==> src/rtl/spi_rd.sv <==
// spi_rd: three-wire SPI read master; sends R/W=1 + 13-bit address, turns SDIO around, shifts in one byte.
module spi_rd #(
  parameter int SCLK_HALF = 1,
  parameter int CSB_SETUP = 3
) (
  input  logic        clk,
  input  logic        rst,
  input  logic        rd_en,
  input  logic [12:0] addr,
  output logic [7:0]  data_out,
  output logic        valid,
  output logic        busy,
  output logic        csb,
  output logic        sclk,
  output logic        sdio_o,
  output logic        sdio_oe,
  input  logic        sdio_i
);
  localparam int MX = SCLK_HALF > CSB_SETUP ? SCLK_HALF : CSB_SETUP;
  localparam int CW = $clog2(MX + 1);
  typedef enum logic [1:0] {IDLE, SETUP, INSTR, DATA} state_t;
  state_t state, state_n;
  logic [CW-1:0] cnt, cnt_n;
  logic [4:0] bc, bc_n;
  logic [15:0] sr, sr_n;
  logic [7:0] data_n;
  logic valid_n, busy_n, csb_n, sclk_n, sdio_o_n, sdio_oe_n;
  logic tick, rise, fall;
  assign tick = cnt == '0;
  assign rise = tick && !sclk;
  assign fall = tick && sclk;
  always_ff @(posedge clk) begin
    if (rst) begin
      state <= IDLE;
      cnt <= '0;
      bc <= '0;
      sr <= '0;
      data_out <= '0;
      valid <= 1'b0;
      busy <= 1'b0;
      csb <= 1'b1;
      sclk <= 1'b0;
      sdio_o <= 1'b0;
      sdio_oe <= 1'b0;
    end else begin
      state <= state_n;
      cnt <= cnt_n;
      bc <= bc_n;
      sr <= sr_n;
      data_out <= data_n;
      valid <= valid_n;
      busy <= busy_n;
      csb <= csb_n;
      sclk <= sclk_n;
      sdio_o <= sdio_o_n;
      sdio_oe <= sdio_oe_n;
    end
  end
  always_comb begin
    state_n = state;
    case (state)
      IDLE:    state_n = rd_en ? SETUP : IDLE;
      SETUP:   state_n = tick ? INSTR : SETUP;
      INSTR:   state_n = fall && bc == 5'd15 ? DATA : INSTR;
      default: state_n = fall && bc == 5'd23 ? IDLE : DATA;
    endcase
  end
  // sr shifts the instruction out of its MSB, then the read byte into its LSB
  always_comb begin
    cnt_n = cnt;
    bc_n = bc;
    sr_n = sr;
    data_n = data_out;
    valid_n = 1'b0;
    busy_n = busy;
    csb_n = csb;
    sclk_n = sclk;
    sdio_o_n = sdio_o;
    sdio_oe_n = sdio_oe;
    case (state)
      IDLE: begin
        if (rd_en) begin
          sr_n = {3'b100, addr};
          cnt_n = CW'(CSB_SETUP - 1);
          bc_n = '0;
          busy_n = 1'b1;
        end
      end
      SETUP: begin
        cnt_n = tick ? CW'(SCLK_HALF - 1) : cnt - 1'b1;
        if (tick) begin
          csb_n = 1'b0;
          sdio_oe_n = 1'b1;
          sdio_o_n = sr[15];
        end
      end
      default: begin
        cnt_n = tick ? CW'(SCLK_HALF - 1) : cnt - 1'b1;
        if (rise) begin
          sclk_n = 1'b1;
          if (state == DATA) sr_n = {sr[14:0], sdio_i};
        end
        if (fall) begin
          sclk_n = 1'b0;
          bc_n = bc + 5'd1;
          if (state == INSTR) begin
            sr_n = {sr[14:0], 1'b0};
            sdio_o_n = bc == 5'd15 ? 1'b0 : sr[14];
            sdio_oe_n = bc != 5'd15;
          end else if (bc == 5'd23) begin
            csb_n = 1'b1;
            data_n = sr[7:0];
            valid_n = 1'b1;
            busy_n = 1'b0;
          end
        end
      end
    endcase
  end
endmodule
==> config.mk <==
export PLATFORM = sky130hd
export DESIGN_NAME = spi_rd
export DESIGN_NICKNAME = d
export VERILOG_FILES = /design/src/rtl/spi_rd.sv
export SDC_FILE = /design/constraint.sdc
export NUM_CORES = 1
export LEC_CHECK = 0
export CAP_MARGIN = 20
export CORE_AREA = 3 3 64 66
export CTS_CLUSTER_DIAMETER = 100
export DETAILED_ROUTE_END_ITERATION = 10
export DIE_AREA = 0 0 67 69
export PLACE_DENSITY = 0.83
export SETUP_SLACK_MARGIN = 0.4
export SLEW_MARGIN = 20
export SYNTH_ARGS = -nofsm -noshare
export SYNTH_HDL_FRONTEND = slang
export SYNTH_SLANG_ARGS = --single-unit
==> constraint.sdc <==
create_clock -name clk -period 2.6 [get_ports clk]
set_input_delay 0.52 -clock clk [delete_from_list [all_inputs] [get_ports clk]]
set_output_delay 0.52 -clock clk [all_outputs]
set_load 0.1 [all_outputs]
==> metrics.yaml <==
detailed_routing:
  drc: 0
  drt-total-wl_microns: 3900
  drt-pass1-iter-count: 4
  vias: 1594
  drtIter0Drc: 75
  vias_per_cell: 5.57
  drtAntennaViolNets: 0
  avgRoutedWirePerCell_microns: 13.6
yosys:
  synth_area_sq_um: 1810
  synth_fp_nets: 236
  ys_types: 37
  synthTopCellsByArea: "dfxtp_1 43%, o221a_2 6.8%, a21oi_1 5.0%"
  synth.avg_cell_area_sq_um: 8.55
  netlist.area_leader.share_pct: 43.1
  synth_area_leader_cell: "dfxtp_1"
  ys_ff_latch: 39
  ys_warn_count: 0
  yosysSeqAreaShare_pct: 43.1
  netlist_instances: 212
timing:
  finalSetupTns_ps: 0
  rsz0062_at_grt: "no"
  finalClockSkew_ps: 2.29
  period_share_pct: 80.1
  tightestPinTransition_ps: 472
  final_hold_viol_count: 0
  setup_viol: 0
  period_needed_ps: 2080
  slew_viol_final: 0
  maxSlewHeadroom_pct: 68.4
  fmax_ghz: 0.480
job:
  maxCapViolations: 0
worst_hold_path:
  min_path_type: "reg -> reg"
  worstHoldPathCells: 2
layout:
  n_antenna_cell: 0
  fin_nets: 261
  final_layout_size_suffix_gt1_share_pct: 18.5
  fin_cells: 286
  layout_common_cells: "36 x dfxtp_1, 23 x nor2_1, 18 x a21oi_1, 18 x nor3_1, 17 x buf_4"
  final_common_cell: "dfxtp_1"
  synthToLayoutAreaGrowth_pct: 21.3
worst_setup_path:
  r2r_cells: 6
  slowest_delay_ps: 580
  critPathLaunch: "state[0]"
  ff2ff_setup_slack_ps: 520
  r2r-end: "bc[4]"
  r2r-start: "state[0]"
  cp.depth: 6
  cp.required_ps: 2830
  start_kind: "flop"
  critPathTopFamily: "simple AND/OR/NAND/NOR gates"
  worstSetupPathType: "reg -> reg"
  end_kind: "flop"
  worstPathArrival_ps: 2310
  crit_slowest_cell: "or4b_4"
  path_cells: "inv_1, ha_2, or4b_4, a21o_4, or3_1, a21oi_2"
  worstPathBufferInverterCount: 1
  crit_fanout: 12
  crit_path_end: "bc[4]"
placed_design:
  place.gp.congestion: 0.797
  io_buffers: 30
  hpwl_microns: 2740
  dp_cells: 278
grt:
  grt_max_degree: 42
  antenna_found_initial: 0
  overflow: 0
  grt_use_total_pct: 18.1
  grt_pass1_vias: 1440
  grt_pass1_wl_microns: 6620
cts:
  cts_sinks: 39
  cts_made_buffers: 5
  clock_path_buffers: 2
  root_buffer: "clkbuf_8"
  clk_pin_slew_ps: 80
  cts_tree: "built"
  worst_skew_pair.late_latency_ps: 290
  h-tree-depth: 2
  postCtsHoldBufs: 0
floorplanning:
  floorplan.initialDensity_pct: 49.9
  core_sq_um: 3630
  die_w_microns: 67
  dieArea_sq_um: 4620
  die_h_microns: 69
  rows: 22
  pin_count: 31
power_and_ir_drop:
  p_per_area_nw_per_um2: 800
  power_leakage_uw: 0.000813
  irDropWorstVdd_mv: 0.428
outcome:
  status: "finished clean"
metrics by stage:
stage / setup WS [ps] / utilization (%) / total power, uW / hold WS, ps / area (sq um)
2_1_floorplan: 542 / - / 1220 / 449 / 1810
3_3_place_gp: 323 / 57.7 / 1340 / 444 / 2100
3_5_place_dp: 266 / 57.7 / 1350 / 449 / 2100
4_1_cts: 424 / 60.2 / 1760 / 460 / 2190
5_1_grt: 417 / 60.5 / 1860 / 477 / 2200
6_report: 516 / 60.5 / 1760 / 457 / 2200
cell usage after synthesis (all sizes together):
| cell type | n |
|---|---|
| nand2 | 16 |
| nand3b | 2 |
| and3 | 3 |
| nand2b | 4 |
| o311a | 1 |
| dfxtp | 39 |
| a211oi | 5 |
| a21o | 1 |
| o21bai | 1 |
| a21oi | 19 |
| a221oi | 1 |
| a2bb2oi | 1 |
| nor2 | 23 |
| nor4 | 2 |
| clkbuf | 11 |
| nand4 | 1 |
| nor2b | 2 |
| o311ai | 1 |
| or4b | 1 |
| o21ai | 7 |
| or3 | 3 |
| ha | 7 |
| o221a | 11 |
| o31ai | 1 |
| nand3 | 10 |
| and4b | 1 |
| nor3 | 18 |
| o32ai | 2 |
| inv | 7 |
| mux2i | 2 |
| buf | 4 |
| a311oi | 1 |
| xnor2 | 3 |
| or2 | 1 |
state kept, by name, indices dropped and copies added (netlist names):
name      cells
sr           16
data_out      8
bc            5
cnt           2
state         2
busy          1
csb           1
sclk          1
sdio_o        1
sdio_oe       1
valid         1
tightest hold or removal path: stages, from the launching register on:
cell     delay (ps)
dfxtp_1         310
nand2_1          50
a21oi_1          50
power by group:
| group | internal (uW) | switching (uW) | leakage (uW) |
|---|---|---|---|
| logic | 215 | 368 | 0.000453 |
| registers | 690 | 81.2 | 0.000320 |
| clock network | 186 | 218 | 0.0000402 |
| total | 1090 | 668 | 0.000813 |
per-layer routing:
layer  up-vias  share of wire, %  track usage (%)
met5         -                 0                0
met4         0               1.4             7.88
met3         5               4.2             5.05
met2        37                46             26.3
met1       741                49             24.7
li1        811                 -                -
worst min path at each step:
stage                           start     endpoint  slack [ps]
after global routing      data_out[4]  data_out[4]         480
after global placement    data_out[5]  data_out[5]         440
after CTS                 data_out[7]  data_out[7]         460
after detailed placement  data_out[7]  data_out[7]         450
final                     data_out[4]  data_out[4]         460
after floorplan                 bc[1]        bc[1]         450
kinds of logic after synthesis:
group / count (synthesis) / synth area share (%)
flops: 39 / 43.1
mux: 2 / 1.10
simple gates: 87 / 23.5
xor+xnor: 3 / 1.45
fa+ha+maj: 7 / 4.83
compound gates: 52 / 21.0
buf+inv: 22 / 5.11
final cells by class:
cell class              count  area, sq um
fillers                   330         1430
multi-input cells         151          952
flip-flops and latches     39          785
repair buffers             33          288
clock buffers               5         68.8
well taps                  48         60.1
inverters                   7         26.3
clock inverters             3         20.0
timing repair:
action	CTS	global route
setup endpoints to repair	14	15
buffers inserted	0	0
gates resized for setup	1	4
No activity file was read; power rests on OpenSTA's default activity.
